**config.mk**
```make
export PLATFORM = sky130hd
export DESIGN_NAME = neuron_mac_unit
export DESIGN_NICKNAME = d
export VERILOG_FILES = /design/src/rtl/nn_pkg.sv /design/src/rtl/neuron_out_stage.sv /design/src/rtl/neuron_mac_unit.sv
export SDC_FILE = /design/constraint.sdc
export NUM_CORES = 1
export LEC_CHECK = 0
export ABC_AREA = 1
export ABC_CLOCK_PERIOD_IN_PS = 7700
export BUFFER_PORTS_ARGS = -buffer_cell sky130_fd_sc_hd__buf_2
export CELL_PAD_IN_SITES_DETAIL_PLACEMENT = 1
export CELL_PAD_IN_SITES_GLOBAL_PLACEMENT = 1
export CORE_MARGIN = 2
export CORE_UTILIZATION = 24
export CTS_CLUSTER_DIAMETER = 200
export CTS_CLUSTER_SIZE = 10
export DETAILED_ROUTE_END_ITERATION = 8
export PLACE_DENSITY_LB_ADDON = 0.1
export SLEW_MARGIN = 20
export SYNTH_ARGS = -nofsm -noshare
export SYNTH_HDL_FRONTEND = slang
export SYNTH_SLANG_ARGS = --single-unit
export TNS_END_PERCENT = 50
```
**constraint.sdc**
```tcl
create_clock -name clk -period 7.7 [get_ports clk]
set_input_delay 0.385 -clock clk [delete_from_list [all_inputs] [get_ports clk]]
set_output_delay 0.385 -clock clk [all_outputs]
set_load 0.01 [all_outputs]
```
**src/rtl/nn_pkg.sv**
```systemverilog
// Shared fixed-point defaults, types and saturation helpers for the neuron datapath.
package nn_pkg;

  localparam int unsigned NN_DATA_W    = 8;
  localparam int unsigned NN_ACC_W     = 24;
  localparam int unsigned NN_FRAC_BITS = 4;

  typedef logic signed [NN_DATA_W-1:0] data_t;
  typedef logic signed [NN_ACC_W-1:0]  acc_t;
  typedef logic signed [63:0]          wide_t;

  // Clamp a wide signed value into the range of a w-bit signed word.
  function automatic wide_t sat_clamp(input wide_t x, input int unsigned w);
    wide_t hi;
    wide_t lo;
    hi = (wide_t'(1) <<< (w - 1)) - wide_t'(1);
    lo = -hi - wide_t'(1);
    if (x > hi) return hi;
    if (x < lo) return lo;
    return x;
  endfunction

  function automatic wide_t sat_add(input wide_t a, input wide_t b, input int unsigned w,
                                    output logic ovf);
    wide_t raw;
    wide_t res;
    raw = a + b;
    res = sat_clamp(raw, w);
    ovf = (res != raw);
    return res;
  endfunction

  function automatic wide_t narrow_sat(input wide_t x, input int unsigned w);
    return sat_clamp(x, w);
  endfunction

endpackage

```
**src/rtl/neuron_out_stage.sv**
```systemverilog
// Output register: fixed-point rescale, optional ReLU, narrow saturation, write strobe.
module neuron_out_stage
  import nn_pkg::*;
#(
  parameter int unsigned DATA_W    = NN_DATA_W,
  parameter int unsigned ACC_W     = NN_ACC_W,
  parameter int unsigned FRAC_BITS = NN_FRAC_BITS,
  parameter int unsigned ADDR_W    = 8
) (
  input  logic                    clk,
  input  logic                    reset,
  input  logic                    flush,
  input  logic                    cap,
  input  logic signed [ACC_W-1:0] cap_sum,
  input  logic [ADDR_W-1:0]       cap_addr,
  input  logic                    relu_en,
  output logic                    wr_en,
  output logic [ADDR_W-1:0]       wr_addr,
  output logic [DATA_W-1:0]       wr_data
);

  logic signed [ACC_W-1:0] shifted;
  wide_t                   relu_val;
  logic [DATA_W-1:0]       result;

  always_comb begin
    shifted  = cap_sum >>> FRAC_BITS;
    relu_val = wide_t'(shifted);
    if (relu_en && shifted[ACC_W-1]) relu_val = '0;
    result   = DATA_W'(narrow_sat(relu_val, DATA_W));
  end

  // A flush drops a pending write but keeps the last written word visible.
  always_ff @(posedge clk) begin
    if (!reset) begin
      wr_en   <= 1'b0;
      wr_addr <= '0;
      wr_data <= '0;
    end else if (flush) begin
      wr_en <= 1'b0;
    end else begin
      wr_en <= cap;
      if (cap) begin
        wr_addr <= cap_addr;
        wr_data <= result;
      end
    end
  end

endmodule

```
**src/rtl/neuron_mac_unit.sv**
```systemverilog
// Signed MAC downstream of the layer address generator; one neuron-memory write per neuron.
module neuron_mac_unit
  import nn_pkg::*;
#(
  parameter int unsigned DATA_W    = NN_DATA_W,
  parameter int unsigned ACC_W     = NN_ACC_W,
  parameter int unsigned FRAC_BITS = NN_FRAC_BITS,
  parameter int unsigned RD_LAT    = 1
) (
  input  logic              clk,
  input  logic              reset,
  input  logic              start,
  input  logic              run,
  input  logic              neuron_finished,
  input  logic [7:0]        neuro_write_addr,
  input  logic [DATA_W-1:0] weight_data,
  input  logic [DATA_W-1:0] neuro_data,
  input  logic              relu_en,
  output logic              wr_en,
  output logic [7:0]        wr_addr,
  output logic [DATA_W-1:0] wr_data,
  output logic              busy,
  output logic              acc_ovf
);

  localparam int unsigned ADDR_W = 8;
  localparam int unsigned PROD_W = 2 * DATA_W;
  localparam int unsigned DL_AW  = RD_LAT * ADDR_W;

  logic [RD_LAT-1:0]             dl_v;
  logic [RD_LAT-1:0]             dl_last;
  logic [RD_LAT-1:0][ADDR_W-1:0] dl_addr;
  logic                          term_v;
  logic                          term_last;
  logic [ADDR_W-1:0]             term_addr;

  logic signed [PROD_W-1:0] prod;
  logic signed [ACC_W-1:0]  acc;
  logic signed [ACC_W-1:0]  sum;
  wide_t                    sum_wide;
  logic                     sat_hit;

  // Address-side flags delayed to line up with the memory read data.
  always_ff @(posedge clk) begin
    if (!reset || start) dl_v <= '0;
    else                 dl_v <= RD_LAT'({dl_v, run});
  end

  always_ff @(posedge clk) begin
    dl_last <= RD_LAT'({dl_last, neuron_finished});
    dl_addr <= DL_AW'({dl_addr, neuro_write_addr});
  end

  assign term_v    = dl_v[RD_LAT-1];
  assign term_last = dl_last[RD_LAT-1];
  assign term_addr = dl_addr[RD_LAT-1];

  assign prod = $signed(weight_data) * $signed(neuro_data);

  always_comb begin
    sat_hit  = 1'b0;
    sum_wide = sat_add(wide_t'(acc), wide_t'(prod), ACC_W, sat_hit);
    sum      = ACC_W'(sum_wide);
  end

  // Last term of a neuron hands the sum to the output stage and restarts from zero.
  always_ff @(posedge clk) begin
    if (!reset || start) begin
      acc     <= '0;
      acc_ovf <= 1'b0;
    end else if (term_v) begin
      acc <= term_last ? '0 : sum;
      if (sat_hit) acc_ovf <= 1'b1;
    end
  end

  neuron_out_stage #(
    .DATA_W   (DATA_W),
    .ACC_W    (ACC_W),
    .FRAC_BITS(FRAC_BITS),
    .ADDR_W   (ADDR_W)
  ) u_out (
    .clk     (clk),
    .reset   (reset),
    .flush   (start),
    .cap     (term_v && term_last),
    .cap_sum (sum),
    .cap_addr(term_addr),
    .relu_en (relu_en),
    .wr_en   (wr_en),
    .wr_addr (wr_addr),
    .wr_data (wr_data)
  );

  assign busy = (|dl_v) | (acc != '0) | wr_en;

endmodule

```
==> impl_results.md <==
* Worst R2R End: acc[13]$_SDFFE_PP0P_
* Count of pins over their slew limit at 0
* EDFF count, synth at 0
* Final worst slack at 1.55 ns
* Synthesized flop and latch total at 52
* TritonCTS clock tree: yes
* CP Class: primary input to register
* Antenna-violating nets left at 0
* Hold WS at 0.179 ns
* Part of the cycle the worst path needs at 0.799
* Core ar. at 28500 um^2
* Port Buffer Count at 48
* Post-layout net count at 1145
* DR iter-0 viols at 225
* Final setup violation count at 0
* Cell taking the most area after synthesis: fa_1
* Fin cells at 1336
* Worst Hold End: dl_addr[3]$_DFF_P_
* Placer congestion estimate at 0.744
* CTS root buf: clkbuf_16
* Synth cell count leaders: nand2_1 (250), inv_1 (191), fa_1 (108)
* Hold wc startpoint: neuro_write_addr[3]
* First-pass GRT wire length at 33.9 mm
* Num ports at 49
* Post-layout min period at 6.15 ns
* Hold path depth at 1
* Tightest Pin Transition at 0.961 ns
* Worst skew pair latency at 0.30 ns
* Launch point of the worst reg-to-reg path: acc[6]$_SDFFE_PP0P_
* Yosys top cell area share at 0.313
* Reg2reg path depth at 21
* Main synth FF type: dfxtp_1
* R2R Setup Slk at 2.10 ns
* Die W at 174 um
* Num CTS Buffers at 5
* # resized after CTS at 0
* CP arrival at 6.38 ns
* Status: completed
* Initial cell density of the core at 0.242
* Net Count, Synth at 1112
* Vias in the first global route at 6137
* Fin Clk Skew at 0.00944 ns
* Die Footprint at 30200 um^2
* Rows at 62
* Clk sink count at 52
* Largest net degree at the start of global routing at 27
* Final setup TNS at 0 ns
* FILL cells at 3559
* Synth warn at 0
* Initial antenna violation count at 0
* Distinct cell type count after synthesis at 34
* Post-route DRC at 0
* Worst Path Required at 7.92 ns
* Syn Area/Cell at 7.54 um^2
* Vias/cell at 4.13
* Clock Path Buffers at 2
* Max_slew headroom at 0.354
* Sequential cell area at 1040 um^2
* CP Max Fanout at 17
* Share of synthesized registers carrying an async set or reset at 0
* Share of cells above drive strength 1 at 0.0924
* Final hold vios at 0
* Max-capacitance violation count at 0
* Antenna Cells at 0
* Final WL at 19.6 mm
* Max Freq at 0.162 GHz
* Post-Syn Instances at 918
* Crit path capture type: register
* Detailed Routing Iterations Pass 1 at 4
* Overflow after GRT at 0
* Post-DP HPWL at 17.3 mm
* Synthesis-to-layout area growth at 11.7%
* Placed Cells at 1328
* Hold_buf cts at 0
* Post-CTS Setup Inserts at 0
* Clock slew at reported path FFs at 0.08 ns
* Post-Syn Area at 6920 um^2
* Multi-input logic area at 5020 um^2
* Die height at 174 um
* Top cells by area, synth: fa_1 (31%), dfxtp_1 (15%), nand2_1 (14%)
* Pre-CTS WS at 1.15 ns
* WL/cell at 14.7 um
* Via Count at 5522
* Overall routing resource usage at 0.140
* Htree depth at 2
* CP Launch Type: primary input
* RSZ-0062 raised after global routing: false
* Count leader, synth: nand2_1
* Register area share after synthesis at 0.150
* Hold/Removal Path Class: primary input to register
final cells by class:
| type | count | area share |
|---|---|---|
| Timing Repair Buffer | 53 | 0.0360 |
| Tap cell | 384 | 0.0622 |
| Multi-Input combinational cell | 643 | 0.650 |
| Clock buffer | 5 | 0.0162 |
| Inverter | 196 | 0.0952 |
| Sequential cell | 52 | 0.135 |
| Clock inverter | 3 | 0.00599 |
layout by cell type, fill, tap and decap left out, types with 4 or more instances in the layout:
master	instances
o21ai_1	5
nand3_1	25
ha_1	56
nor2_2	4
clkbuf_16	5
nand2_1	250
or2_2	4
fa_1	108
inv_1	191
xnor2_1	6
nand3b_1	4
dfxtp_1	52
buf_4	5
o21ai_0	25
nand2_2	9
buf_2	48
nor4_1	6
nand4_1	9
nor2_1	65
a21oi_1	46
metrics by stage:
stage / utilization / cell area [um^2]
6_report: 0.271 / 7730
5_1_grt: 0.271 / 7730
4_1_cts: 0.271 / 7730
3_5_place_dp: 0.265 / 7550
3_3_place_gp: 0.265 / 7550
2_1_floorplan: - / 6920
state kept, by name (all words and copies together), names as in the netlist:
name,count
u_out.wr_en,1
acc,24
u_out.wr_data,8
dl_v,1
u_out.wr_addr,8
dl_last,1
dl_addr,8
acc_ovf,1
critical path, cell delays in order:
cell and delay, ns:
buf_2 0.18, nand2_1 0.17, fa_1 0.77, fa_1 0.58
inv_1 0.44, fa_1 0.51, fa_1 0.50, ha_1 0.31
ha_1 0.37, nand2_1 0.16, inv_2 0.06, nand2_1 0.07
nand2_1 0.07, a21oi_1 0.25, nand3_1 0.14, nand2_1 0.08
nand2_1 0.07, nand2_2 0.22, inv_1 0.10, nor2_2 0.55
o21ai_0 0.21, a21oi_1 0.16
logic make-up after synthesis:
kind of cell             count (synthesis)  synth area share
adder cells (fa/ha/maj)                164             0.414
buffers and inverters                  223             0.124
XOR/XNOR                                 9            0.0114
flip-flops                              52             0.150
AND/OR/NAND/NOR                        387             0.236
AO/OA/AOI/OAI                           83            0.0640
metal layers:
metal  routed length (um)  up-vias  track usage
met3                  316        4       0.0140
met1                 9590     2666        0.194
li1                     -     2816            -
met5                    0        -            0
met2                 9670       36        0.247
met4                   46        0      0.00840
worst max path at each step:
stage	to	from
2_1_floorplan	u_out.wr_data[0]$_SDFFE_PN0P_	neuro_data[2]
3_3_place_gp	acc[1]$_SDFFE_PP0P_	neuro_data[2]
3_5_place_dp	acc[18]$_SDFFE_PP0P_	neuro_data[2]
4_1_cts	acc[18]$_SDFFE_PP0P_	neuro_data[2]
5_1_grt	acc[3]$_SDFFE_PP0P_	neuro_data[2]
6_report	acc[13]$_SDFFE_PP0P_	neuro_data[2]
Power is not shown: default switching activity piles up to over one toggle a cycle in this logic, so the estimate is an artifact.
